File: src/rtl/mem_bank_resp.sv
// Per-bank SRAM responder: zero-filled after reset, read data RD_LAT cycles after accept; optional MEM_ACCESS_CNT_EN counters.
// req_ready stays low while the clear runs; responses have no backpressure and the controller must always sink them.
module mem_bank_resp #(
   parameter int unsigned DATA_W = 8,
   parameter int unsigned ADDR_W = 8,
   parameter int unsigned DEPTH  = 256,
   parameter int unsigned RD_LAT = 1
) (
   input  logic              clk,
   input  logic              rst,
   input  logic              req_valid,
   input  logic              req_we,
   input  logic [ADDR_W-1:0] req_addr,
   input  logic [DATA_W-1:0] req_wdata,
   output logic              req_ready,
   output logic              resp_valid,
   output logic [DATA_W-1:0] resp_rdata,
   output logic              resp_err,
   output logic              clear_busy
`ifdef MEM_ACCESS_CNT_EN
   ,
   output logic [15:0]       rd_count,
   output logic [15:0]       wr_count
`endif
);

   localparam int unsigned IDX_W = (DEPTH > 1) ? $clog2(DEPTH) : 1;

   typedef enum logic [0:0] {
      ST_CLEAR,
      ST_READY
   } state_t;

   state_t              state_q, state_d;
   logic [IDX_W-1:0]    clr_addr_q, clr_addr_d;
   logic [DATA_W-1:0]   mem_q [DEPTH];

   logic                mem_we;
   logic [IDX_W-1:0]    mem_waddr;
   logic [DATA_W-1:0]   mem_wdata;

   logic                acc;
   logic                rd_acc;
   logic                wr_acc;
   logic                in_range;
   logic [IDX_W-1:0]    req_idx;
   logic [DATA_W-1:0]   rd_dat;

   logic                pipe_vld_q [RD_LAT];
   logic                pipe_vld_d [RD_LAT];
   logic                pipe_err_q [RD_LAT];
   logic                pipe_err_d [RD_LAT];
   logic [DATA_W-1:0]   pipe_dat_q [RD_LAT];
   logic [DATA_W-1:0]   pipe_dat_d [RD_LAT];

   // Upper address bits only matter for the range check; the array is indexed by the low bits.
   always_comb begin
      in_range = (32'(req_addr) < DEPTH);
      req_idx  = req_addr[IDX_W-1:0];
      acc      = req_valid & req_ready & ~rst;
      rd_acc   = acc & ~req_we;
      wr_acc   = acc & req_we;
      rd_dat   = in_range ? mem_q[req_idx] : '0;
   end

   always_comb begin
      state_d    = state_q;
      clr_addr_d = clr_addr_q;
      req_ready  = 1'b0;
      clear_busy = 1'b0;
      mem_we     = 1'b0;
      mem_waddr  = clr_addr_q;
      mem_wdata  = '0;
      case (state_q)
         ST_CLEAR: begin
            clear_busy = 1'b1;
            mem_we     = 1'b1;
            clr_addr_d = clr_addr_q + 1'b1;
            if (clr_addr_q == IDX_W'(DEPTH - 1)) begin
               state_d    = ST_READY;
               clr_addr_d = '0;
            end
         end
         ST_READY: begin
            req_ready = 1'b1;
            if (wr_acc && in_range) begin
               mem_we    = 1'b1;
               mem_waddr = req_idx;
               mem_wdata = req_wdata;
            end
         end
         default: state_d = ST_CLEAR;
      endcase
   end

   // Each stage only loads on a valid input, so the last stage holds the previous read data.
   always_comb begin
      for (int unsigned i = 0; i < RD_LAT; i++) begin
         pipe_vld_d[i] = 1'b0;
         pipe_err_d[i] = pipe_err_q[i];
         pipe_dat_d[i] = pipe_dat_q[i];
      end
      pipe_vld_d[0] = rd_acc;
      if (rd_acc) begin
         pipe_dat_d[0] = rd_dat;
         pipe_err_d[0] = ~in_range;
      end
      for (int unsigned i = 1; i < RD_LAT; i++) begin
         pipe_vld_d[i] = pipe_vld_q[i-1];
         if (pipe_vld_q[i-1]) begin
            pipe_dat_d[i] = pipe_dat_q[i-1];
            pipe_err_d[i] = pipe_err_q[i-1];
         end
      end
   end

   always_comb begin
      resp_valid = pipe_vld_q[RD_LAT-1];
      resp_rdata = pipe_dat_q[RD_LAT-1];
      resp_err   = pipe_vld_q[RD_LAT-1] & pipe_err_q[RD_LAT-1];
   end

   always_ff @(posedge clk) begin
      if (rst) begin
         state_q    <= ST_CLEAR;
         clr_addr_q <= '0;
         for (int unsigned i = 0; i < RD_LAT; i++) begin
            pipe_vld_q[i] <= 1'b0;
            pipe_err_q[i] <= 1'b0;
            pipe_dat_q[i] <= '0;
         end
      end else begin
         state_q    <= state_d;
         clr_addr_q <= clr_addr_d;
         for (int unsigned i = 0; i < RD_LAT; i++) begin
            pipe_vld_q[i] <= pipe_vld_d[i];
            pipe_err_q[i] <= pipe_err_d[i];
            pipe_dat_q[i] <= pipe_dat_d[i];
         end
      end
   end

   always_ff @(posedge clk) begin
      if (mem_we) begin
         mem_q[mem_waddr] <= mem_wdata;
      end
   end

`ifdef MEM_ACCESS_CNT_EN
   logic [15:0] rd_cnt_q, rd_cnt_d;
   logic [15:0] wr_cnt_q, wr_cnt_d;

   always_comb begin
      rd_cnt_d = rd_cnt_q;
      wr_cnt_d = wr_cnt_q;
      if (rd_acc && (rd_cnt_q != 16'hFFFF)) rd_cnt_d = rd_cnt_q + 16'd1;
      if (wr_acc && (wr_cnt_q != 16'hFFFF)) wr_cnt_d = wr_cnt_q + 16'd1;
   end

   always_ff @(posedge clk) begin
      if (rst) begin
         rd_cnt_q <= '0;
         wr_cnt_q <= '0;
      end else begin
         rd_cnt_q <= rd_cnt_d;
         wr_cnt_q <= wr_cnt_d;
      end
   end

   assign rd_count = rd_cnt_q;
   assign wr_count = wr_cnt_q;
`endif

endmodule

File: config.mk
export PLATFORM = sky130hd
export DESIGN_NAME = mem_bank_resp
export DESIGN_NICKNAME = d
export VERILOG_FILES = /design/src/rtl/mem_bank_resp.sv
export SDC_FILE = /design/constraint.sdc
export NUM_CORES = 2
export LEC_CHECK = 0
export CAP_MARGIN = 20
export CORE_UTILIZATION = 57
export DETAILED_ROUTE_END_ITERATION = 10
export GPL_TIMING_DRIVEN = 0
export PLACE_DENSITY = 0.73
export SYNTH_ARGS = -nofsm -noshare
export SYNTH_HDL_FRONTEND = slang
export SYNTH_SLANG_ARGS = --single-unit
File: constraint.sdc
create_clock -name clk -period 14.4 [get_ports clk]
set_input_delay 2.88 -clock clk [delete_from_list [all_inputs] [get_ports clk]]
set_output_delay 2.88 -clock clk [all_outputs]
set_load 0.005 [all_outputs]
==> impl_metrics.ini <==
[die]
die_w_um = 378
ios = 32
row_count = 137
core_area_sq_mm = 0.140
start_util_pct = 57.6
dieArea_sq_mm = 0.143
die_y_um = 378

[critical_path]
start_kind = input port
cp_max_fo = 10
end_kind = register
cp.required_ns = 14.84
path_class = in2reg
cp.arrival_ns = 7.78

[timing]
layout_min_cycle_time_ns = 7.34
fin_skew_ns = 0.0323
rsz0062_at_grt = no
fmax_mhz = 136
hold_viol = 0
worstMarginPinSlew_ns = 1.35
setup_tns_ns = 0
finalSetupViolCount = 0
min_period_over_period_pct = 50.9
slew_viol_final = 0
hold_slack_ns = 0.574
maxSlewHeadroom_pct = 9.88

[finish]
nNetsFinal = 4205
post-route-cell-area_sq_mm = 0.0905
fillCellCount = 9198
drive_gt1_share_pct = 20.5
area_growth_pct = 12.2

[detailed_routing]
ant_nets = 0
vias = 43600
firstDrtPassIters = 8
drc_errors = 0
drt-initial-drc-count = 8173
wl_um = 241000
drt-vias-per-instance = 7.01
post_drt_wl_per_cell_um = 38.7

[place]
gp_congestion = 1.08
post_dp_cell_area_sq_mm = 0.0841
dp.final_hpwl_um = 162000
portBuffers = 26

[clock_network]
cts_max_level = 4
numCtsBuffers = 197
cts_setup_buffers = 0
insertion_delay_ns = 0.85
clockRootBuffer = clkbuf_16
clkTransAtPathRegs_ns = 0.07
cts_tree = yes
hold_buffers = 0
clockBufferDepth = 3
cts.sinks = 2066
cts.repair.resized = 0

[hold_path]
hold_class = reg2reg

[synth]
synth-main-ff-cell = edfxtp_1
seq_area_frac_synth_pct = 76.7
ys_warn_count = 0
postSynthCellCount = 3917
synth_area_sq_mm = 0.0806
syn_nets = 3938
synth.top_cell.area_share_pct = 76.3
yosysMostFrequentCell = edfxtp_1
syn_area_per_cell_sq_um = 20.6
synthDistinctLibCells = 61
yosys_register_bits = 2066
yosysTopAreaCell = edfxtp_1
synthTopCellsByArea = edfxtp_1 76%, mux4_2 12%, mux2i_1 2.9%
synth_edf_count = 2048
synth_common_cells = 2048 x edfxtp_1, 432 x mux4_2, 288 x nor2_1
synthArstFlopShare_pct = 0

[power_and_ir_drop]
leakage_nw = 33.0
ir_drop_v = 0.000140
p_clk_share_pct = 42.4
power_density_mw_per_mm2 = 134
combinationalPowerShare_pct = 3.9
swShare_pct = 21.4
seqPwrFrac_pct = 53.7
power.total_mw = 12.1
p_sw_mw = 2.60
p_int_mw = 9.53

[grt]
overflow = 0
grt_use_total_pct = 34.2
antenna_found_initial = 10
grt_pass1_wl_um = 327000
grt_pass1_vias = 41500
grt_start_max_net_pins = 93

[status]
status = finished clean

[run]
drv_cap = 0
-- worst paths after layout --
check	from	endpoint	slack (ns)	cells after the start
min reg2reg	pipe_dat_q[0][4]	pipe_dat_q[0][4]	0.57	2
max	req_addr[1]	mem_q[79][7]	7.06	10
min	pipe_dat_q[0][4]	pipe_dat_q[0][4]	0.57	2
max reg2reg	state_q	mem_q[75][7]	10.02	7
-- layer usage --
layer	part of all wire [%]	track usage, %	vias up
met5	0.041	0	-
met4	5.8	16.0	12
met3	15	12.7	681
met2	44	49.6	3712
met1	35	46.2	22400
li1	-	-	16800
-- worst max-delay path: stages --
cell and delay, ns:
buf_2 0.34, buf_4 0.33, buf_2 0.63, buf_2 0.55, buf_2 0.50, nand3_1 0.15
nand2_1 0.21, nand2_1 0.42, clkbuf_2 0.71, nor2_1 1.01
-- metrics by stage --
| step | utilization, % | worst slack, ns | instances |
|---|---|---|---|
| 2_1_floorplan | - | 6.58 | 3917 |
| 3_3_place_gp | 59.5 | 1.47 | 5819 |
| 3_5_place_dp | 60.1 | 6.55 | 5855 |
| 4_1_cts | 64.6 | 7.41 | 6212 |
| 5_1_grt | 64.7 | 7.34 | 6218 |
| 6_report | 64.7 | 7.06 | 6220 |
-- final cells by class --
| class | count | area, sq um | area share, % |
|---|---|---|---|
| clock inverters | 110 | 1120 | 1.24 |
| inverters | 8 | 30.0 | 0.0332 |
| multi-input cells | 1601 | 17300 | 19.1 |
| clock buffers | 247 | 5190 | 5.74 |
| plain buffers | 242 | 1490 | 1.64 |
| flip-flops and latches | 2066 | 61900 | 68.4 |
| repair buffers | 68 | 1150 | 1.27 |
| diodes | 2 | 5.00 | 0.00553 |
| well taps | 1876 | 2350 | 2.59 |
-- layout by cell type (no fill, tap or decap), types with 34 or more instances in the layout --
| cell type | count |
|---|---|
| nor2_1 | 288 |
| mux2i_1 | 230 |
| clkbuf_1 | 152 |
| clkinv_1 | 48 |
| mux4_2 | 432 |
| edfxtp_1 | 2048 |
| o22ai_1 | 52 |
| nand2_1 | 108 |
| a221oi_1 | 34 |
| o21ai_0 | 58 |
| buf_2 | 49 |
| a22oi_1 | 45 |
| clkbuf_16 | 199 |
-- power groups by stage --
stage	Sequential, mW	Combinational, mW	Clock [mW]
2_1_floorplan	6.64	0.240	0
3_3_place_gp	6.64	0.445	0
3_5_place_dp	6.65	0.454	0
4_1_cts	6.52	0.454	5.12
5_1_grt	6.51	0.471	5.34
6_report	6.52	0.477	5.14
-- registers in the layout (all words and copies together), names as in the netlist --
| name | flops |
|---|---|
| clr_addr_q | 8 |
| mem_q | 2048 |
| pipe_dat_q | 8 |
| pipe_vld_q | 1 |
| state_q | 1 |
-- cell families after synthesis --
| kind of cell | share of synthesized area (%) |
|---|---|
| AO/OA/AOI/OAI | 3.24 |
| XOR/XNOR | 0.0435 |
| adder cells (fa/ha/maj) | 0.0155 |
| buffers and inverters | 1.87 |
| flip-flops | 76.7 |
| multiplexers | 15.1 |
| other | 0.00465 |
| AND/OR/NAND/NOR | 2.98 |
No activity file was read; power rests on OpenSTA's default activity.
